**config.mk**
```make
export PLATFORM = sky130hd
export DESIGN_NAME = mdu_iterative
export DESIGN_NICKNAME = d
export VERILOG_FILES = /design/src/rtl/mdu_iterative.sv
export SDC_FILE = /design/constraint.sdc
export NUM_CORES = 1
export LEC_CHECK = 0
export BUFFER_PORTS_ARGS = -buffer_cell sky130_fd_sc_hd__clkbuf_2
export CAP_MARGIN = 20
export CORE_UTILIZATION = 30
export DETAILED_ROUTE_END_ITERATION = 16
export GPL_TIMING_DRIVEN = 0
export SLEW_MARGIN = 20
export SYNTH_ARGS = -nofsm -noshare
export SYNTH_HDL_FRONTEND = slang
export SYNTH_SLANG_ARGS = --single-unit
```
**constraint.sdc**
```tcl
create_clock -name clk -period 10.8 [get_ports clk]
set_clock_uncertainty 0.15 [all_clocks]
set_input_delay 2.16 -clock clk [delete_from_list [all_inputs] [get_ports clk]]
set_output_delay 2.16 -clock clk [all_outputs]
set_load 0.1 [all_outputs]
```
**src/rtl/mdu_iterative.sv**
```systemverilog
// Iterative multiply/divide unit for the EX stage. It owns HI/LO and runs
// MULT/MULTU/DIV/DIVU at one bit per cycle. It also services MTHI/MTLO.
//
// Handshake: MDUReadyE=1 means the EX instruction may advance this cycle.
// MDUReadyE drops combinationally in the IDLE cycle where a mult/div op is
// presented. It stays low through all 32 CALC cycles. It returns high for the
// single DONE cycle, in which the stalled instruction leaves EX.
module mdu_iterative #(
  parameter int WIDTH = 32,
  parameter int CNT_W = 5
) (
  input  logic             clk,
  input  logic             rst,
  input  logic [2:0]       MDUOpE,
  input  logic [WIDTH-1:0] SrcAE,
  input  logic [WIDTH-1:0] SrcBE,
  output logic             MDUReadyE,
  output logic [WIDTH-1:0] HiE,
  output logic [WIDTH-1:0] LoE,
  output logic             BusyE
);

  localparam logic [2:0] OP_MULT  = 3'd1;
  localparam logic [2:0] OP_MULTU = 3'd2;
  localparam logic [2:0] OP_DIV   = 3'd3;
  localparam logic [2:0] OP_DIVU  = 3'd4;
  localparam logic [2:0] OP_MTHI  = 3'd5;
  localparam logic [2:0] OP_MTLO  = 3'd6;

  typedef enum logic [1:0] {IDLE, CALC, DONE} state_t;

  state_t               state, state_nxt;
  logic [CNT_W-1:0]     cnt;
  logic [2*WIDTH-1:0]   acc;       // {upper, lower} working register
  logic [WIDTH-1:0]     mag_b;     // multiplicand / divisor magnitude
  logic [WIDTH-1:0]     raw_a;     // dividend as presented (divide-by-zero HI)
  logic                 is_div;
  logic                 neg_res;   // product / quotient needs negation
  logic                 neg_a;     // remainder takes the dividend sign
  logic                 div_zero;

  logic                 start;
  logic                 op_signed;
  logic [WIDTH-1:0]     mag_a_in, mag_b_in;

  logic [WIDTH:0]       mul_sum;
  logic [WIDTH+1:0]     div_diff;
  logic [WIDTH:0]       div_shift;
  logic [2*WIDTH-1:0]   acc_step;
  logic [2*WIDTH-1:0]   prod_fix;
  logic [WIDTH-1:0]     res_hi, res_lo;

  // Decode the IDLE-cycle start condition and the operand magnitudes
  always_comb begin
    start     = (state == IDLE) &&
                (MDUOpE == OP_MULT || MDUOpE == OP_MULTU ||
                 MDUOpE == OP_DIV  || MDUOpE == OP_DIVU);
    op_signed = (MDUOpE == OP_MULT) || (MDUOpE == OP_DIV);
    mag_a_in  = (op_signed && SrcAE[WIDTH-1]) ? -SrcAE : SrcAE;
    mag_b_in  = (op_signed && SrcBE[WIDTH-1]) ? -SrcBE : SrcBE;
  end

  // Next-state and ready logic
  always_comb begin
    state_nxt = state;
    MDUReadyE = 1'b1;
    case (state)
      IDLE: begin
        if (start) begin
          state_nxt = CALC;
          MDUReadyE = 1'b0;
        end
      end
      CALC: begin
        MDUReadyE = 1'b0;
        if (cnt == '1) state_nxt = DONE;
      end
      DONE:    state_nxt = IDLE;
      default: state_nxt = IDLE;
    endcase
  end

  // State register and the registered busy flag
  always_ff @(posedge clk) begin
    if (rst) begin
      state <= IDLE;
      BusyE <= 1'b0;
    end else begin
      state <= state_nxt;
      BusyE <= (state_nxt == CALC);
    end
  end

  // One iteration step: a shift-add multiply or a restoring divide, sharing acc
  always_comb begin
    mul_sum   = {1'b0, acc[2*WIDTH-1:WIDTH]} + {1'b0, mag_b};
    div_shift = acc[2*WIDTH-1:WIDTH-1];
    div_diff  = {1'b0, div_shift} - {2'b00, mag_b};
    if (is_div) begin
      if (!div_diff[WIDTH+1])
        acc_step = {div_diff[WIDTH-1:0], acc[WIDTH-2:0], 1'b1};
      else
        acc_step = {div_shift[WIDTH-1:0], acc[WIDTH-2:0], 1'b0};
    end else begin
      if (acc[0])
        acc_step = {mul_sum, acc[WIDTH-1:1]};
      else
        acc_step = {1'b0, acc[2*WIDTH-1:WIDTH], acc[WIDTH-1:1]};
    end
  end

  // Sign fix-up of the final step's result, and divide-by-zero override
  always_comb begin
    prod_fix = neg_res ? -acc_step : acc_step;
    if (!is_div) begin
      res_hi = prod_fix[2*WIDTH-1:WIDTH];
      res_lo = prod_fix[WIDTH-1:0];
    end else if (div_zero) begin
      res_hi = raw_a;
      res_lo = '1;
    end else begin
      res_hi = neg_a   ? -acc_step[2*WIDTH-1:WIDTH] : acc_step[2*WIDTH-1:WIDTH];
      res_lo = neg_res ? -acc_step[WIDTH-1:0]       : acc_step[WIDTH-1:0];
    end
  end

  // Datapath: operand latch, iteration, HI/LO writes
  always_ff @(posedge clk) begin
    if (rst) begin
      cnt      <= '0;
      acc      <= '0;
      mag_b    <= '0;
      raw_a    <= '0;
      is_div   <= 1'b0;
      neg_res  <= 1'b0;
      neg_a    <= 1'b0;
      div_zero <= 1'b0;
      HiE      <= '0;
      LoE      <= '0;
    end else begin
      case (state)
        IDLE: begin
          if (start) begin
            cnt      <= '0;
            acc      <= {{WIDTH{1'b0}}, (MDUOpE == OP_MULT || MDUOpE == OP_MULTU) ? mag_b_in : mag_a_in};
            mag_b    <= (MDUOpE == OP_MULT || MDUOpE == OP_MULTU) ? mag_a_in : mag_b_in;
            raw_a    <= SrcAE;
            is_div   <= (MDUOpE == OP_DIV) || (MDUOpE == OP_DIVU);
            neg_res  <= op_signed && (SrcAE[WIDTH-1] ^ SrcBE[WIDTH-1]);
            neg_a    <= op_signed && SrcAE[WIDTH-1];
            div_zero <= (SrcBE == '0);
          end else if (MDUOpE == OP_MTHI) begin
            HiE <= SrcAE;
          end else if (MDUOpE == OP_MTLO) begin
            LoE <= SrcAE;
          end
        end
        CALC: begin
          acc <= acc_step;
          cnt <= cnt + 1'b1;
          if (cnt == '1) begin
            HiE <= res_hi;
            LoE <= res_lo;
          end
        end
        default: ;
      endcase
    end
  end

endmodule

```
==> results.toml <==
[outcome]
status = "complete, no violations"

[pwr]
total_leakage_power_nw = 7.51
powerDensity_nw_per_um2 = 151
pwr-share-seq_pct = 28.6
p_total_w = 0.00306
internal_power_w = 0.00170
combPwrFrac_pct = 42.8
p_switching_w = 0.00135
vdd_drop_max_v = 0.000102
p_sw_share_pct = 44.3
clkPwrFrac_pct = 28.6

[timing]
drv_slew = 0
hold_violations = 0
setup_viol = 0
grt_setup_unrepaired = "no"
fin_setup_tns_ps = 0
max_freq_mhz = 127
slew_headroom_pct = 26.2
period_share_pct = 72.7
fin_crit_ps = 7860
worst_pin_slew_ps = 1110

[setup_path]
critPathArrivalTime_ps = 8130
crit_chain = "buf_2, buf_2, buf_1, buf_1, buf_1, buf_2, buf_2, buf_2, buf_1, buf_1, clkbuf_1, clkbuf_1, o22ai_1, o2bb2ai_1"
slowest_stage = "buf_1"
worstPathMaxFanout = 10
cp-start-kind = "flip-flop"
crit_path_end_kind = "flip-flop"
worst-path-buf-inv = 12
worstPathRequired_ps = 11070
critical-path-max-stage-delay_ps = 840
cp_top_family = "buffers and inverters"
path_class = "flip-flop to flip-flop"

[clock_tree]
cts_buffers = 23
ctsHoldBuffers = 0
cts_setup_buffers = 0
clock_sinks = 204
cts_tree = "done"
cts_resized = 0
root_buffer = "clkbuf_16"
cts_max_level = 1
clockBufferDepth = 3
clkTransAtPathRegs_ps = 70
clk_latency_ps = 550

[synth]
synth_top_area_share_pct = 23.0
synth_area_um2 = 17700
synth-edff-count = 0
syn-num-nets = 2653
async_reset_ff_share_pct = 0
yosysUniqueCellTypes = 93
syn_inst = 2512
ys.flop_type = "dfxtp_1"
ys_seq_area_share_pct = 23.0
synth_warnings = 0
ys_ff_latch = 204
yosys-top-cells-area = "dfxtp_1 (23%), nand2_1 (7.9%), a21oi_1 (7.3%)"
yosys.area.top_type = "dfxtp_1"
syn_area_per_cell_um2 = 7.06

[global_route]
grt-ovfl-total = 0
antenna_found_initial = 6
grt_pass1_wl_mm = 128
grt_max_degree = 15
grt_usage_pct = 28.5
grt_pass1_vias = 19100

[drt]
route.detailed.drc = 0
dr_wl_met3_mm = 10.9
top_layer_used = "met5"
vias = 21100
ant_nets = 0
vias_per_cell = 6.11
dr_wl_met2_mm = 37.0
drtPass1Iterations = 10
drt_iter0_drc = 3045
wl_met1_mm = 35.9
avgRoutedWirePerCell_um = 25.6
wl_mm = 88.5

[die]
rows = 88
ios = 135
start_util_pct = 30.6
die_area_um2 = 60100
die_h_um = 245
coreArea_um2 = 58000
die_x_um = 245

[final_layout]
area_growth_pct = 13.8
final_nets = 2809
final_cell_mix = "nand2_1 (372), nor2_1 (279), a21oi_1 (257), dfxtp_1 (204), o21ai_0 (158)"
stdcell_count = 3451
final_common_cell = "nand2_1"
drive_gt1_share_pct = 9.43
fin_util_pct = 34.8

[placed_design]
port_buffers = 128
dpl.hpwl_mm = 70.9
dp_cells = 3408
gp_congestion = 1.05

[min_path]
worstHoldPathType = "flip-flop to flip-flop"

[run]
maxCapViolCount = 0
==> final timing paths <==
path,start,slack (ps),to,depth (start not counted)
worst min register to register,raw_a[1],310,raw_a[1],2
worst max-delay path,is_div,2940,HiE[13],14
worst max register to register,is_div,2940,HiE[13],14
worst min-delay path,raw_a[1],310,raw_a[1],2
==> registers in the layout, summed over array words and instances, names as in the netlist, 2 cells and up <==
| name | flops |
|---|---|
| mag_b | 32 |
| raw_a | 32 |
| cnt | 5 |
| acc | 64 |
| LoE | 32 |
| state | 2 |
| HiE | 32 |
==> power by group through the flow <==
stage,Clock [W],Sequential [W],Combinational [W]
5_1_grt,0.000900,0.000878,0.00138
3_3_place_gp,0,0.000886,0.00125
4_1_cts,0.000869,0.000869,0.00126
2_1_floorplan,0,0.000940,0.000778
3_5_place_dp,0,0.000886,0.00125
6_report,0.000874,0.000874,0.00131
==> tightest hold or removal path: stages (launching register included) <==
cell and delay, ps:
dfxtp_1 310, nand2_1 50, a21oi_1 50
==> cell type report <==
type / instances / area, µm²
repair buffers: 131 / 658
flip-flops and latches: 204 / 4080
inverters: 71 / 267
well taps: 765 / 957
fillers: 6351 / 37800
diodes: 2 / 5.00
clock inverters: 11 / 163
plain buffers: 175 / 707
multi-input cells: 2062 / 12700
clock buffers: 30 / 652
==> stage by stage <==
step | setup WS (ps) | area [µm²] | hold slack [ps]
after global routing | 3180 | 20200 | 323
after detailed placement | 3550 | 19400 | 298
after global placement | 3520 | 19300 | 293
after CTS | 3530 | 20200 | 307
after floorplan | 4770 | 17700 | 281
final | 2940 | 20200 | 305
==> synthesized netlist by cell type, types with 15 or more instances <==
| master | count |
|---|---|
| a211oi_1 | 29 |
| a21o_1 | 23 |
| a21oi_1 | 257 |
| a222oi_1 | 22 |
| a22oi_1 | 33 |
| a311oi_1 | 39 |
| a31oi_1 | 22 |
| and3_1 | 16 |
| buf_1 | 22 |
| clkbuf_1 | 135 |
| dfxtp_1 | 204 |
| ha_1 | 70 |
| inv_1 | 70 |
| mux2_2 | 25 |
| mux2i_1 | 29 |
| nand2_1 | 372 |
| nand2b_1 | 26 |
| nand3_1 | 40 |
| nand4_1 | 16 |
| nor2_1 | 279 |
| nor2b_1 | 15 |
| nor3_1 | 53 |
| nor4_1 | 27 |
| o211ai_1 | 58 |
| o21ai_0 | 158 |
| o31ai_1 | 33 |
| or3_1 | 18 |
| xnor2_1 | 96 |
| xor2_1 | 72 |
==> metal layers <==
layer	track usage (%)	vias up
li1	-	9491
met1	38.1	9970
met2	42.2	1364
met3	7.58	259
met4	13.2	4
met5	0	-
==> logic make-up after synthesis <==
family	count (synthesis)	share of synthesized area [%]
xor+xnor	168	8.30
mux	54	3.22
simple gates	930	23.5
compound gates	838	31.3
fa+ha+maj	72	5.16
buf+inv	246	5.49
flops	204	23.0
Power figures use the tool's default switching activity.
